==> src/rtl/palm_pkg.sv <==
//------------------------------------------------------------------------------
// Module   : palm_pkg
// Purpose  : Shared image geometry, coordinate type and FSM states for the
//            palm locator and the downstream finger_identification block.
// Revision : 1.0 - initial release
//------------------------------------------------------------------------------
`default_nettype none

package palm_pkg;

  localparam int IMAGE_WIDTH  = 384;
  localparam int IMAGE_HEIGHT = 216;
  localparam int COORD_W      = 9;

  typedef logic [COORD_W-1:0] coord_t;

  typedef enum logic [1:0] {
    SCAN    = 2'd0,
    RESOLVE = 2'd1,
    DONE    = 2'd2
  } state_t;

  // Saturating add; run lengths never exceed one image row.
  function automatic coord_t sat_add(input coord_t a, input coord_t b, input coord_t lim);
    logic [COORD_W:0] sum;
    sum = {1'b0, a} + {1'b0, b};
    return (sum > {1'b0, lim}) ? lim : sum[COORD_W-1:0];
  endfunction

endpackage

`default_nettype wire

==> src/rtl/palm_run_tracker.sv <==
//------------------------------------------------------------------------------
// Module   : palm_run_tracker
// Purpose  : Per-row longest run of 1-pixels; strobes row_done with the row
//            best. PALM_LOCATOR_HOLE_FILL_EN bridges single-pixel gaps.
// Revision : 1.0 - initial release
//------------------------------------------------------------------------------
`default_nettype none

module palm_run_tracker
  import palm_pkg::*;
#(
  parameter int IMAGE_WIDTH = palm_pkg::IMAGE_WIDTH
) (
  input  logic   clk,
  input  logic   rst,
  input  logic   clr,
  input  logic   pixel,
  input  logic   valid,
  input  coord_t col,
  input  logic   row_first,
  input  logic   row_last,
  output coord_t best_start,
  output coord_t best_end,
  output coord_t best_len,
  output logic   row_done
);

  localparam coord_t c_one     = coord_t'(1);
  localparam coord_t c_two     = coord_t'(2);
  localparam coord_t c_run_max = coord_t'(IMAGE_WIDTH);

  logic   r_in_run;
  logic   r_pending;
  coord_t r_run_start;
  coord_t r_run_len;
  coord_t r_best_start;
  coord_t r_best_end;
  coord_t r_best_len;

  logic   w_base_in_run;
  logic   w_base_pending;
  coord_t w_base_start;
  coord_t w_base_end;
  coord_t w_base_len;
  logic   w_nxt_in_run;
  logic   w_nxt_pending;
  coord_t w_nxt_start;
  coord_t w_nxt_len;
  logic   w_close;
  coord_t w_nxt_best_start;
  coord_t w_nxt_best_end;
  coord_t w_nxt_best_len;

  always_comb begin
    w_base_in_run  = row_first ? 1'b0 : r_in_run;
    w_base_pending = row_first ? 1'b0 : r_pending;
    w_base_start   = row_first ? '0 : r_best_start;
    w_base_end     = row_first ? '0 : r_best_end;
    w_base_len     = row_first ? '0 : r_best_len;
    w_nxt_in_run   = w_base_in_run;
    w_nxt_pending  = w_base_pending;
    w_nxt_start    = r_run_start;
    w_nxt_len      = r_run_len;
    w_close        = 1'b0;
    if (pixel) begin
      if (w_base_in_run) begin
        // A pending gap pixel is absorbed into the run together with this one.
        w_nxt_len = sat_add(r_run_len, w_base_pending ? c_two : c_one, c_run_max);
      end else begin
        w_nxt_start = col;
        w_nxt_len   = c_one;
      end
      w_nxt_in_run  = 1'b1;
      w_nxt_pending = 1'b0;
    end else if (w_base_in_run) begin
`ifdef PALM_LOCATOR_HOLE_FILL_EN
      if (w_base_pending) begin
        w_close       = 1'b1;
        w_nxt_in_run  = 1'b0;
        w_nxt_pending = 1'b0;
      end else begin
        w_nxt_pending = 1'b1;
      end
`else
      w_close      = 1'b1;
      w_nxt_in_run = 1'b0;
`endif
    end
    if (row_last && w_nxt_in_run) begin
      w_close       = 1'b1;
      w_nxt_in_run  = 1'b0;
      w_nxt_pending = 1'b0;
    end
    w_nxt_best_start = w_base_start;
    w_nxt_best_end   = w_base_end;
    w_nxt_best_len   = w_base_len;
    if (w_close && (w_nxt_len > w_base_len)) begin
      w_nxt_best_start = w_nxt_start;
      w_nxt_best_end   = w_nxt_start + w_nxt_len - c_one;
      w_nxt_best_len   = w_nxt_len;
    end
  end

  always_ff @(posedge clk or posedge rst) begin
    if (rst) begin
      r_in_run     <= 1'b0;
      r_pending    <= 1'b0;
      r_run_start  <= '0;
      r_run_len    <= '0;
      r_best_start <= '0;
      r_best_end   <= '0;
      r_best_len   <= '0;
    end else if (valid) begin
      r_in_run     <= w_nxt_in_run;
      r_pending    <= w_nxt_pending;
      r_run_start  <= w_nxt_start;
      r_run_len    <= w_nxt_len;
      r_best_start <= w_nxt_best_start;
      r_best_end   <= w_nxt_best_end;
      r_best_len   <= w_nxt_best_len;
    end else if (clr) begin
      r_in_run     <= 1'b0;
      r_pending    <= 1'b0;
      r_run_start  <= '0;
      r_run_len    <= '0;
      r_best_start <= '0;
      r_best_end   <= '0;
      r_best_len   <= '0;
    end
  end

`ifdef PALM_LOCATOR_HOLE_FILL_EN
  coord_t r_out_start;
  coord_t r_out_end;
  coord_t r_out_len;
  logic   r_out_done;

  always_ff @(posedge clk or posedge rst) begin
    if (rst) begin
      r_out_start <= '0;
      r_out_end   <= '0;
      r_out_len   <= '0;
      r_out_done  <= 1'b0;
    end else begin
      r_out_done <= valid & row_last;
      if (valid && row_last) begin
        r_out_start <= w_nxt_best_start;
        r_out_end   <= w_nxt_best_end;
        r_out_len   <= w_nxt_best_len;
      end
    end
  end

  assign best_start = r_out_start;
  assign best_end   = r_out_end;
  assign best_len   = r_out_len;
  assign row_done   = r_out_done;
`else
  assign best_start = w_nxt_best_start;
  assign best_end   = w_nxt_best_end;
  assign best_len   = w_nxt_best_len;
  assign row_done   = valid & row_last;
`endif

endmodule

`default_nettype wire

==> src/rtl/palm_locator.sv <==
//------------------------------------------------------------------------------
// Module   : palm_locator
// Purpose  : Finds the windowed row with the widest run of hand pixels and
//            publishes it with flag. Option macro: PALM_LOCATOR_HOLE_FILL_EN.
// Revision : 1.0 - initial release
//------------------------------------------------------------------------------
`default_nettype none

module palm_locator
  import palm_pkg::*;
#(
  parameter int IMAGE_WIDTH  = palm_pkg::IMAGE_WIDTH,
  parameter int IMAGE_HEIGHT = palm_pkg::IMAGE_HEIGHT,
  parameter int ROW_MIN      = 90,
  parameter int ROW_MAX      = 200,
  parameter int MIN_RUN      = 20
) (
  input  logic               clk,
  input  logic               rst,
  input  logic               sof,
  input  logic               pixel_valid,
  input  logic               object_image,
  output logic [COORD_W-1:0] palm_width,
  output logic [COORD_W-1:0] start_of_palm_c,
  output logic [COORD_W-1:0] end_of_palm_c,
  output logic [COORD_W-1:0] finger_width,
  output logic [COORD_W-1:0] palm_row,
  output logic               flag
);

  localparam coord_t c_one      = coord_t'(1);
  localparam coord_t c_col_last = coord_t'(IMAGE_WIDTH - 1);
  localparam coord_t c_row_last = coord_t'(IMAGE_HEIGHT - 1);
  localparam coord_t c_row_min  = coord_t'(ROW_MIN);
  localparam coord_t c_row_max  = coord_t'(ROW_MAX);
  localparam coord_t c_min_run  = coord_t'(MIN_RUN);

  state_t r_state;
  coord_t r_col;
  coord_t r_row;
  coord_t r_fb_start;
  coord_t r_fb_end;
  coord_t r_fb_len;
  coord_t r_fb_row;

  coord_t w_col;
  coord_t w_row;
  logic   w_take;
  logic   w_hold;
  logic   w_row_last;
  logic   w_frame_last;
  coord_t w_rb_start;
  coord_t w_rb_end;
  coord_t w_rb_len;
  logic   w_rb_done;
  coord_t w_eval_row;
  logic   w_eval_frame_end;
  logic   w_cand;

  // A pixel arriving with sof is pixel (0,0) of the new frame.
  assign w_col        = sof ? '0 : r_col;
  assign w_row        = sof ? '0 : r_row;
  assign w_take       = pixel_valid & (sof | ((r_state == SCAN) & ~w_hold));
  assign w_row_last   = (w_col == c_col_last);
  assign w_frame_last = w_row_last & (w_row == c_row_last);

  palm_run_tracker #(
    .IMAGE_WIDTH (IMAGE_WIDTH)
  ) u_run_tracker (
    .clk        (clk),
    .rst        (rst),
    .clr        (sof),
    .pixel      (object_image),
    .valid      (w_take),
    .col        (w_col),
    .row_first  (w_col == '0),
    .row_last   (w_row_last),
    .best_start (w_rb_start),
    .best_end   (w_rb_end),
    .best_len   (w_rb_len),
    .row_done   (w_rb_done)
  );

`ifdef PALM_LOCATOR_HOLE_FILL_EN
  // Tracker results trail the pixel by one cycle; carry row context alongside.
  coord_t r_eval_row;
  logic   r_eval_frame_end;

  always_ff @(posedge clk or posedge rst) begin
    if (rst) begin
      r_eval_row       <= '0;
      r_eval_frame_end <= 1'b0;
    end else begin
      r_eval_row       <= w_row;
      r_eval_frame_end <= w_take & w_frame_last;
    end
  end

  assign w_eval_row       = r_eval_row;
  assign w_eval_frame_end = r_eval_frame_end;
  assign w_hold           = r_eval_frame_end;
`else
  assign w_eval_row       = w_row;
  assign w_eval_frame_end = w_take & w_frame_last;
  assign w_hold           = 1'b0;
`endif

  // Strict compare: on equal widths the earlier row is kept.
  assign w_cand = w_rb_done
                & (w_eval_row >= c_row_min) & (w_eval_row <= c_row_max)
                & (w_rb_len >= c_min_run) & (w_rb_len > r_fb_len);

  always_ff @(posedge clk or posedge rst) begin
    if (rst) begin
      r_col <= '0;
      r_row <= '0;
    end else if (w_take) begin
      if (w_row_last) begin
        r_col <= '0;
        r_row <= (w_row == c_row_last) ? '0 : w_row + c_one;
      end else begin
        r_col <= w_col + c_one;
        r_row <= w_row;
      end
    end else if (sof) begin
      r_col <= '0;
      r_row <= '0;
    end
  end

  always_ff @(posedge clk or posedge rst) begin
    if (rst) begin
      r_state         <= SCAN;
      r_fb_start      <= '0;
      r_fb_end        <= '0;
      r_fb_len        <= '0;
      r_fb_row        <= '0;
      palm_width      <= '0;
      start_of_palm_c <= '0;
      end_of_palm_c   <= '0;
      finger_width    <= '0;
      palm_row        <= '0;
      flag            <= 1'b0;
    end else if (sof) begin
      r_state    <= SCAN;
      r_fb_start <= '0;
      r_fb_end   <= '0;
      r_fb_len   <= '0;
      r_fb_row   <= '0;
      flag       <= 1'b0;
    end else begin
      if (w_cand) begin
        r_fb_start <= w_rb_start;
        r_fb_end   <= w_rb_end;
        r_fb_len   <= w_rb_len;
        r_fb_row   <= w_eval_row;
      end
      case (r_state)
        SCAN: begin
          if (w_eval_frame_end) r_state <= RESOLVE;
        end
        RESOLVE: begin
          palm_width      <= r_fb_len;
          start_of_palm_c <= r_fb_start;
          end_of_palm_c   <= r_fb_end;
          finger_width    <= r_fb_len >> 2;
          palm_row        <= r_fb_row;
          flag            <= 1'b1;
          r_state         <= DONE;
        end
        DONE: begin
          r_state <= DONE;
        end
        default: begin
          r_state <= SCAN;
        end
      endcase
    end
  end

endmodule

`default_nettype wire

==> config.mk <==
export PLATFORM = sky130hd
export DESIGN_NAME = palm_locator
export DESIGN_NICKNAME = d
export VERILOG_FILES = /design/src/rtl/palm_pkg.sv /design/src/rtl/palm_run_tracker.sv /design/src/rtl/palm_locator.sv
export SDC_FILE = /design/constraint.sdc
export NUM_CORES = 1
export LEC_CHECK = 0
export ABC_AREA = 1
export CAP_MARGIN = 25
export CORE_UTILIZATION = 50
export CTS_BUF_LIST = sky130_fd_sc_hd__clkbuf_8
export CTS_CLUSTER_SIZE = 10
export DETAILED_ROUTE_END_ITERATION = 8
export DONT_BUFFER_PORTS = 1
export SYNTH_ARGS = -nofsm -noshare
export SYNTH_HDL_FRONTEND = slang
export SYNTH_SLANG_ARGS = --single-unit
==> constraint.sdc <==
create_clock -name clk -period 8.4 [get_ports clk]
set_clock_uncertainty 0.1 [all_clocks]
set_input_delay 1.68 -clock clk [delete_from_list [all_inputs] [get_ports clk]]
set_output_delay 1.68 -clock clk [all_outputs]
set_load 0.01 [all_outputs]
# [Word-level counts from Yosys, hierarchy flattened]
# Index checks and enable logic that the tools add are counted.
[totals] register_bits=147 input_bits=5 output_inout_bits=46 elab_cells=105
[classes] n_addsub=5 order_cmp=6 n_eq_ne=5 mux=50 n_bitwise=10 reduce_logical=9
[op_table] op="9-bit 2-to-1 mux" count=32
[op_table] op="9-bit by 1-bit adder with 9-bit output, second input constant" count=2
[op_table] op="9-bit > comparator" count=2
[op_table] op="1-bit 2-to-1 mux" count=14
[op_table] op="9-bit by 9-bit adder with 10-bit output" count=1
[op_table] op="10-bit by 9-bit > comparator with 1-bit output, second input constant" count=1
[op_table] op="9-bit adder" count=1
[op_table] op="9-bit by 8-bit == test with 1-bit output, second input constant" count=1
[op_table] op="9-bit == test, second input constant" count=1
[op_table] op="9-bit by 5-bit >= comparator with 1-bit output, second input constant" count=1
[op_table] op="9-bit by 7-bit >= comparator with 1-bit output, second input constant" count=1
[op_table] op="9-bit by 8-bit less-or-equal comparator with 1-bit output, second input constant" count=1
[op_table] op="9-bit logical NOT" count=1
[op_table] op="9-bit by 1-bit subtractor with 9-bit output, second input constant" count=1
[op_table] op="1-bit bitwise AND" count=8
[op_table] op="2-bit 2-to-1 mux" count=3
[op_table] op="2-bit nonzero test" count=3
[op_table] op="2-bit case mux with 2 select lines" count=1
[op_table] op="3-bit inequality test, second input constant" count=1
[op_table] op="2-bit by 1-bit == test with 1-bit output, second input constant" count=1
[op_table] op="2-bit == test, second input constant" count=1
[op_table] op="1-bit logical AND" count=2
[op_table] op="2-bit logical NOT" count=1
[op_table] op="2-bit AND reduction" count=1
[op_table] op="other kinds (3)" count=3

# [Logic depth before layout (Yosys ltp)]
# Gate-level depths: netlist of run 1.
[depth] ltp_word=17 depth_mapped=48 ltp_nobuf=46

# [By module]
# From an unflattened synthesis of run 1, not the netlist that was laid out.
[hier_totals] hier_cells=1012 area_unflattened_um2=8037.7
[modules_own_cells] module="palm_locator" n_inst=1 cells_each=524 area_per_inst_um2=4589.4 seq_area_each_um2=2327.2
[modules_own_cells] module="palm_run_tracker" n_inst=1 cells_each=488 area_per_inst_um2=3448.3 seq_area_each_um2=1176.1

# [Worst setup path before layout of run 1]
# Ideal clock, no wire load.
[synth_timing] kind="input port to flip-flop" start="in sof" end="reg r_fb_end[7]" setup_time_ps=66 arrival_time_ps=6991 required_ps=8234 path_slack_ps=1243 path_stages=40 n_path_buf=4 cell_sequence="buf_2 -> nor2_1 -> inv_1 -> ha_1 -> nand2_1 -> nor2_2 -> nand2_4 -> clkbuf_1 -> a21oi_1 -> ha_1 -> inv_1 -> nand2_2 -> nand2_2 -> nor2_1 -> nand2_1 -> nand2_1 -> nand2_1 -> inv_2 -> (+4 left out) -> ha_1 -> o41ai_1 -> o31ai_1 -> nor2_4 -> clkbuf_1 -> o21ai_0 -> ha_1 -> nand2_1 -> o21ai_0 -> a21boi_0 -> o21ai_0 -> a21oi_1 -> nor2_1 -> nor2_1 -> nor4_4 -> clkbuf_1 -> nand3_1 -> nand2_1"
[synth_via] elab_chain_len=16 elab_cells_between_ends=40 classes_between="add/sub (3); order compare (6); eq/ne (1); mux (19); bitwise (7); reduce/logical (4)"
[synth_rtl] element="start, declared" line_no="palm_locator.sv:20" text="input logic sof,"
[synth_rtl] element="9-bit 2-to-1 mux"
[synth_rtl] element="9-bit logical NOT" line_no="palm_locator.sv:76" text=".row_first (w_col == '0),"
[synth_rtl] element="1-bit 2-to-1 mux" line_no="palm_run_tracker.sv:56" text="w_base_pending = row_first ? 1'b0 : r_pending;"
[synth_rtl] element="2-bit 2-to-1 mux" line_no="palm_run_tracker.sv:68" text="w_nxt_len = sat_add(r_run_len, w_base_pending ? c_two : c_one, c_run_max);"
[synth_rtl] element="9-bit by 9-bit adder with 10-bit output" line_no="palm_pkg.sv:26" text="sum = {1'b0, a} + {1'b0, b};"
[synth_rtl] element="10-bit by 9-bit > comparator with 1-bit output" line_no="palm_pkg.sv:27" text="return (sum > {1'b0, lim}) ? lim : sum[COORD_W-1:0];"
[synth_rtl] element="9-bit 2-to-1 mux" line_no="palm_pkg.sv:27"
[synth_rtl] element="9-bit 2-to-1 mux" line_no="palm_run_tracker.sv:66" text="if (w_base_in_run) begin"
[synth_rtl] element="9-bit 2-to-1 mux" line_no="palm_run_tracker.sv:65" text="if (pixel) begin"
[synth_rtl] element="9-bit > comparator" line_no="palm_run_tracker.sv:97" text="if (w_close && (w_nxt_len > w_base_len)) begin"
[synth_rtl] element="1-bit logical AND" line_no="palm_run_tracker.sv:97"
[synth_rtl] element="9-bit 2-to-1 mux" line_no="palm_run_tracker.sv:97"
[synth_rtl] element="9-bit by 5-bit >= comparator with 1-bit output" line_no="palm_locator.sv:111" text="& (w_rb_len >= c_min_run) & (w_rb_len > r_fb_len);"
[synth_rtl] element="1-bit bitwise AND (2 in series)" line_no="palm_locator.sv:111"
[synth_rtl] element="2-bit nonzero test (no line)"
[synth_rtl] element="end signal, assigned" line_no="palm_locator.sv:154" text="r_fb_end <= w_rb_end;"
[synth_rtl] element="end, declared" line_no="palm_locator.sv:42" text="coord_t r_fb_end;"
# Parallel ways exist; a longest one is shown, timed or not. The select of a mux whose other input is x is not followed.
# A chain may end at the register's enable or synchronous reset.

# [Worst setup path in the final report of run 1]
[layout_timing] start="in sof" end="reg r_fb_start[4]"
[layout_via] elab_chain_len=16 elab_cells_between_ends=38 classes_between="add/sub (1); order compare (6); eq/ne (1); mux (19); bitwise (7); reduce/logical (4)"
[layout_rtl] element="9-bit 2-to-1 mux"
[layout_rtl] element="9-bit logical NOT" line_no="palm_locator.sv:76"
[layout_rtl] element="1-bit 2-to-1 mux" line_no="palm_run_tracker.sv:56"
[layout_rtl] element="2-bit 2-to-1 mux" line_no="palm_run_tracker.sv:68"
[layout_rtl] element="9-bit by 9-bit adder with 10-bit output" line_no="palm_pkg.sv:26"
[layout_rtl] element="10-bit by 9-bit > comparator with 1-bit output" line_no="palm_pkg.sv:27"
[layout_rtl] element="9-bit 2-to-1 mux" line_no="palm_pkg.sv:27"
[layout_rtl] element="9-bit 2-to-1 mux" line_no="palm_run_tracker.sv:66"
[layout_rtl] element="9-bit 2-to-1 mux" line_no="palm_run_tracker.sv:65"
[layout_rtl] element="9-bit > comparator" line_no="palm_run_tracker.sv:97"
[layout_rtl] element="1-bit logical AND" line_no="palm_run_tracker.sv:97"
[layout_rtl] element="9-bit 2-to-1 mux" line_no="palm_run_tracker.sv:97"
[layout_rtl] element="9-bit by 5-bit >= comparator with 1-bit output" line_no="palm_locator.sv:111"
[layout_rtl] element="1-bit bitwise AND (2 in series)" line_no="palm_locator.sv:111"
[layout_rtl] element="2-bit nonzero test (no line)"
[layout_rtl] element="end signal, assigned" line_no="palm_locator.sv:153" text="r_fb_start <= w_rb_start;"
[layout_rtl] element="end, declared" line_no="palm_locator.sv:41" text="coord_t r_fb_start;"
# Parallel ways exist; a longest one is shown, timed or not. The select of a mux whose other input is x is not followed.

==> results of run 1 <==
==> power by group through the flow <==
stage	Combinational (mW)	Sequential, mW	Clock [mW]
6_report	0.465	0.733	0.551
5_1_grt	0.526	0.738	0.591
4_1_cts	0.468	0.733	0.564
3_5_place_dp	0.467	0.747	0
3_3_place_gp	0.451	0.745	0
2_1_floorplan	0.356	0.742	0
==> logic make-up after synthesis <==
| kind of cell | synth area share |
|---|---|
| xor gates and xnor gates | 0.0140 |
| buffers and inverters | 0.0971 |
| other | 0.000462 |
| and+or+nand+nor | 0.252 |
| AOI/OAI and AO/OA | 0.103 |
| adders and majority gates | 0.0641 |
| muxes | 0.0375 |
| DFF | 0.432 |
==> worst register-to-register path: cells and delay by family (launching register included) <==
kind | cells | cell delay [ns]
AND/OR/NAND/NOR | 20 | 2.48
buffers and inverters | 7 | 0.78
adder cells (fa/ha/maj) | 4 | 0.98
flip-flops | 1 | 0.33
AO/OA/AOI/OAI | 9 | 1.75
==> cells in the final DEF, fill, tap and decap left out, drive strengths merged, types with 2 or more instances in the layout <==
| cell type | count |
|---|---|
| ha | 40 |
| mux2 | 27 |
| o21ai | 78 |
| nor3 | 8 |
| o31ai | 3 |
| nor2 | 54 |
| nand3 | 108 |
| conb | 2 |
| dfrtp | 140 |
| xnor2 | 5 |
| clkinvlp | 3 |
| nor4 | 3 |
| inv | 133 |
| clkinv | 7 |
| xor2 | 8 |
| nand4 | 7 |
| buf | 14 |
| o41ai | 3 |
| o22ai | 31 |
| a21oi | 28 |
| clkbuf | 18 |
| nand3b | 18 |
| nand2 | 190 |
==> metal layers <==
layer  part of all wire  up-vias
met2               0.46      147
met5                  0        -
met1               0.49     3008
met4             0.0098        0
li1                   -     3060
met3              0.036       15
==> stage by stage <==
step	setup WS (ns)	hold slack (ns)	area (µm²)	utilization
3_3_place_gp	0.853	0.374	8200	0.516
2_1_floorplan	1.24	0.357	8120	-
6_report	1.08	0.399	8620	0.543
4_1_cts	1.12	0.402	8620	0.543
3_5_place_dp	0.683	0.381	8230	0.518
5_1_grt	0.343	0.423	8620	0.543
==> worst max path at each step <==
stage / to / start / slack (ns) / depth (start not counted)
after floorplan: r_fb_end[7] / sof / 1.24 / 40
after global placement: r_fb_start[5] / sof / 0.85 / 38
after detailed placement: r_fb_start[4] / sof / 0.68 / 39
after CTS: r_fb_start[4] / sof / 1.12 / 39
after global routing: r_fb_start[4] / sof / 0.34 / 45
final: r_fb_start[4] / sof / 1.08 / 39
==> layout make-up <==
class,instances,share of cell area
multi-input cells,622,0.445
flip-flops and latches,140,0.406
inverters,130,0.0573
well taps,216,0.0313
clock buffers,18,0.0287
clock inverters,14,0.0168
repair buffers,14,0.0145
==> impl_metrics.csv, run 1 <==
group,metric,value,unit
logic_synthesis,seq_area_frac_synth,0.432,
worst_hold_path,hold_class,"reg2reg",
timing,tns,0,ns
layout,syn2layout_area_growth,6.28,%
timing,relSlewSlack,0.399,
timing,period_needed,7.32,ns
worst_hold_path,holdPathEnd,"r_fb_row[8]",
critical_path,cp_num_buf_inv,6,
routing,via_count,6230,
power_and_ir_drop,clkPwrFrac,0.315,
cts,cts_tree,"yes",
critical_path,timing.rr.start,"r_col[0]",
routing,antenna_left,0,
cts,numCtsBuffers,17,
floorplan,die_h,129,µm
cts,cts_resized,0,
logic_synthesis,ys_warn_count,0,
cts,cts.sinks,140,
grt,use_met2,0.376,
floorplan,pin_count,51,
floorplan,dieArea,16700,µm²
power_and_ir_drop,sequentialPowerShare,0.419,
logic_synthesis,async_flop_share,1.00,
grt,antenna_found_initial,0,
layout,multi_input_area,3840,µm²
critical_path,cp_top_family,"simple AND/OR/NAND/NOR gates",
critical_path,crit_path_max_fanout,26,
worst_hold_path,holdPathStages,2,
layout,fin_nets,971,
timing,tightest_slew,0.901,ns
cts,htree_num_levels,4,
logic_synthesis,synth_edf_count,0,
critical_path,reg2reg_slack,1.92,ns
logic_synthesis,synthTopCellsByCount,"174 x nand2_1, 140 x dfrtp_1, 120 x inv_1",
place,place.detailed.hpwl,13600,µm
layout,final_cell_count_no_fill,1154,
status,status,"finished clean",
logic_synthesis,synth_most_common_cell,"nand2_1",
power_and_ir_drop,swShare,0.361,
floorplan,start_util,0.511,
worst_hold_path,hp-start,"r_fb_row[8]",
logic_synthesis,ys.flop_type,"dfrtp_1",
logic_synthesis,syn_area,8120,µm²
critical_path,cpPeakStageDelay,0.44,ns
layout,drive_gt1_frac,0.157,
grt,busiest_layer,"met2",
power_and_ir_drop,p_comb_frac,0.266,
timing,drv_slew,0,
power_and_ir_drop,netSwitchingPower,0.631,mW
cts,root_buffer,"clkbuf_8",
place,dp.cells,1122,
routing,drc,0,
logic_synthesis,synth_area_leaders,"dfrtp_1 43%, nand2_1 8.0%, ha_1 6.2%",
logic_synthesis,syn_inst,940,
critical_path,end_kind,"flip-flop",
cts,postCtsSetupBuffers,0,
timing,rsz0062_at_grt,"false",
logic_synthesis,yosysTopAreaCell,"dfrtp_1",
critical_path,start_kind,"input port",
logic_synthesis,ys_ff_latch,140,
logic_synthesis,synth_top_area_frac,0.432,
timing,hold_viol,0,
grt,grtUsageTotal,0.240,
grt,overflow,0,
floorplan,coreArea,15900,µm²
layout,fill_cells,1514,
cts,cts_hold_buf,0,
floorplan,die_x,129,µm
layout,register_area,3500,µm²
cts,cts_max_path_buffers,2,
place,numPortBuffers,0,
timing,period_share,0.872,
layout,diodes,0,
power_and_ir_drop,powerDensity,203,nW/µm²
critical_path,path_common_cell,"nand2_1",
critical_path,worst-setup-path-type,"in2reg",
run,cap_violations,0,
power_and_ir_drop,internal_power,1.12,mW
place,gp_congestion,0.910,
timing,clock.fmax,0.137,GHz
logic_synthesis,syn_area_per_cell,8.63,µm²
critical_path,crit_required,8.68,ns
power_and_ir_drop,leakagePower,4.28,nW
grt,grt_pass1_vias,6036,
routing,drtIter0Drc,352,
power_and_ir_drop,total_power,1.75,mW
grt,grtUsageMet1,0.348,
power_and_ir_drop,ir_drop,99.1,µV
critical_path,crit_slowest_cell,"nor2_4",
routing,wire_per_inst,16.2,µm
grt,grt_first_pass_wirelength,31200,µm
floorplan,rows,46,
routing,wl,18700,µm
critical_path,ff2ff_path_depth,40,
critical_path,crit_arrival,7.60,ns
grt,grt_max_degree,75,
cts,insertion_delay,0.44,ns
routing,via_per_inst,5.40,
cts,path_clk_slew,0.09,ns
timing,finalSetupViolCount,0,
grt,use_met3,0.0322,
logic_synthesis,synth_cell_types,48,
critical_path,worstReg2RegEnd,"r_fb_start[4]",
routing,drtPass1Iterations,5,
Power figures use the tool's default switching activity.
==> run 2: changes to the inputs <==
--- a/config.mk
+++ b/config.mk
@@ -7,6 +7,7 @@
 export LEC_CHECK = 0
 export ABC_AREA = 1
 export CAP_MARGIN = 25
+export CORE_ASPECT_RATIO = 1.5
 export CORE_UTILIZATION = 50
 export CTS_BUF_LIST = sky130_fd_sc_hd__clkbuf_8
 export CTS_CLUSTER_SIZE = 10
==> run 2 against run 1 <==
Final cell count decreased by 1.1%. Non-clock buffer count up 1. Global-route usage is essentially flat. Flip-flop and latch count did not move. Wire length increased by 2.0%. Combinational power is essentially flat. Critical path depth up 6. Sequential share of layout area barely moved. Register-to-register slack worse by 0.07 ns. Setup slack worse by 0.080 ns.
==> impl_metrics.csv, run 2 (same netlist as run 1, synthesis figures left out) <==
group,metric,value,unit
status,status,"finished clean",
critical_path,path_depth,45,
cts,cts.sinks,140,
critical_path,path_common_cell,"nand2_1",
grt,overflow,0,
layout,drive_gt1_frac,0.158,
grt,antenna_found_initial,0,
cts,root_buffer,"clkbuf_8",
floorplan,pin_count,51,
critical_path,cp_top_family,"simple AND/OR/NAND/NOR gates",
critical_path,end_kind,"flip-flop",
power_and_ir_drop,internal_power,1.16,mW
cts,cts_max_path_buffers,2,
layout,fin_nets,972,
floorplan,rows,56,
worst_hold_path,hp-start,"r_fb_row[8]",
critical_path,worst-setup-path-type,"in2reg",
run,cap_violations,0,
layout,final_cell_count_no_fill,1141,
cts,numCtsBuffers,17,
grt,grt_first_pass_wirelength,31200,µm
power_and_ir_drop,clkPwrFrac,0.327,
cts,cts_tree,"yes",
power_and_ir_drop,powerDensity,206,nW/µm²
grt,grt_pass1_vias,6205,
floorplan,coreArea,15800,µm²
layout,mostFrequentLayoutCell,"nand2_1",
grt,grt_max_degree,99,
routing,drtIter0Drc,312,
layout,syn2layout_area_growth,6.26,%
cts,htree_num_levels,4,
critical_path,worstReg2RegEnd,"r_fb_start[3]",
critical_path,reg2reg_slack,1.85,ns
critical_path,cpPeakStageDelay,0.46,ns
power_and_ir_drop,ir_drop,104,µV
timing,drv_slew,0,
critical_path,crit_slowest_cell,"nor2_4",
cts,insertion_delay,0.43,ns
worst_hold_path,holdPathEnd,"r_fb_row[8]",
cts,cts_hold_buf,0,
worst_hold_path,hold_class,"reg2reg",
layout,fill_cells,1476,
timing,finalSetupViolCount,0,
timing,whs,0.395,ns
place,gp_congestion,0.991,
routing,antenna_left,0,
critical_path,cp_num_buf_inv,6,
layout,final_cell_mix,"173 x nand2_1, 140 x dfrtp_1, 119 x inv_1, 71 x o21ai_0, 71 x nand3_1",
place,place.detailed.hpwl,14400,µm
floorplan,die_h,158,µm
routing,drtPass1Iterations,5,
routing,wire_per_inst,16.7,µm
timing,relSlewSlack,0.416,
timing,period_share,0.882,
place,dp.cells,1110,
cts,postCtsSetupBuffers,0,
critical_path,crit_arrival,7.62,ns
floorplan,die_x,106,µm
layout,diodes,0,
cts,path_clk_slew,0.09,ns
routing,wl,19100,µm
critical_path,timing.rr.start,"r_col[1]",
worst_hold_path,holdPathStages,2,
critical_path,crit_path_max_fanout,36,
timing,tns,0,ns
power_and_ir_drop,swShare,0.346,
routing,drc,0,
floorplan,start_util,0.515,
power_and_ir_drop,netSwitchingPower,0.615,mW
routing,via_count,6165,
timing,tightest_slew,0.872,ns
timing,period_needed,7.41,ns
critical_path,ff2ff_path_depth,46,
power_and_ir_drop,leakagePower,4.29,nW
critical_path,crit_required,8.62,ns
grt,grtUsageTotal,0.239,
timing,clock.fmax,0.135,GHz
cts,cts_resized,0,
floorplan,dieArea,16800,µm²
timing,hold_viol,0,
layout,final_util,0.547,
power_and_ir_drop,p_comb_frac,0.261,
routing,via_per_inst,5.40,
power_and_ir_drop,sequentialPowerShare,0.412,
critical_path,start_kind,"input port",
place,numPortBuffers,0,
timing,rsz0062_at_grt,"false",
-- run 2: power groups by stage --
stage / Clock, mW / Sequential, mW / Combinational, mW
after floorplan: 0 / 0.742 / 0.356
after global placement: 0 / 0.745 / 0.457
final: 0.581 / 0.734 / 0.465
after detailed placement: 0 / 0.747 / 0.467
after global routing: 0.624 / 0.738 / 0.522
after CTS: 0.596 / 0.734 / 0.469
-- run 2: final cells by class --
cell class                 instances  area, µm²  share of cell area
clock buffer                      17        234              0.0271
multi-input combinational        622       3840               0.445
clock inverter                    14        184              0.0213
tap                              203        254              0.0295
sequential                       140       3500               0.406
timing repair buffer              15        113              0.0131
inverter                         130        494              0.0573
-- run 2: worst max-delay path by stage --
stage,start,end,slack [ns]
2_1_floorplan,sof,r_fb_end[7],1.24
3_3_place_gp,sof,r_fb_start[3],0.68
3_5_place_dp,sof,r_fb_start[3],0.57
4_1_cts,sof,r_fb_start[3],1.02
5_1_grt,sof,r_fb_start[3],0.30
6_report,sof,r_fb_start[3],0.99
-- run 2: layer usage --
| metal | up-vias | routed length (µm) | GRT usage | share of wire |
|---|---|---|---|---|
| met5 | - | 0 | 0 | 0 |
| met3 | 28 | 506 | 0.0391 | 0.027 |
| met4 | 0 | 422 | 0.0827 | 0.022 |
| met2 | 127 | 9830 | 0.434 | 0.52 |
| met1 | 2947 | 8310 | 0.286 | 0.44 |
| li1 | 3063 | - | - | - |
-- run 2: metrics by stage --
step | worst slack, ns | power (mW) | area (µm²)
floorplan | 1.24 | 1.10 | 8120
global placement | 0.679 | 1.20 | 8210
detailed placement | 0.568 | 1.21 | 8210
CTS | 1.02 | 1.80 | 8620
global route | 0.297 | 1.88 | 8620
finish | 0.995 | 1.78 | 8620
-- run 2: worst min-delay path: stages (launching register included) --
cell and delay [ns]:
dfrtp_1 0.36, inv_1 0.06, nor2_1 0.04
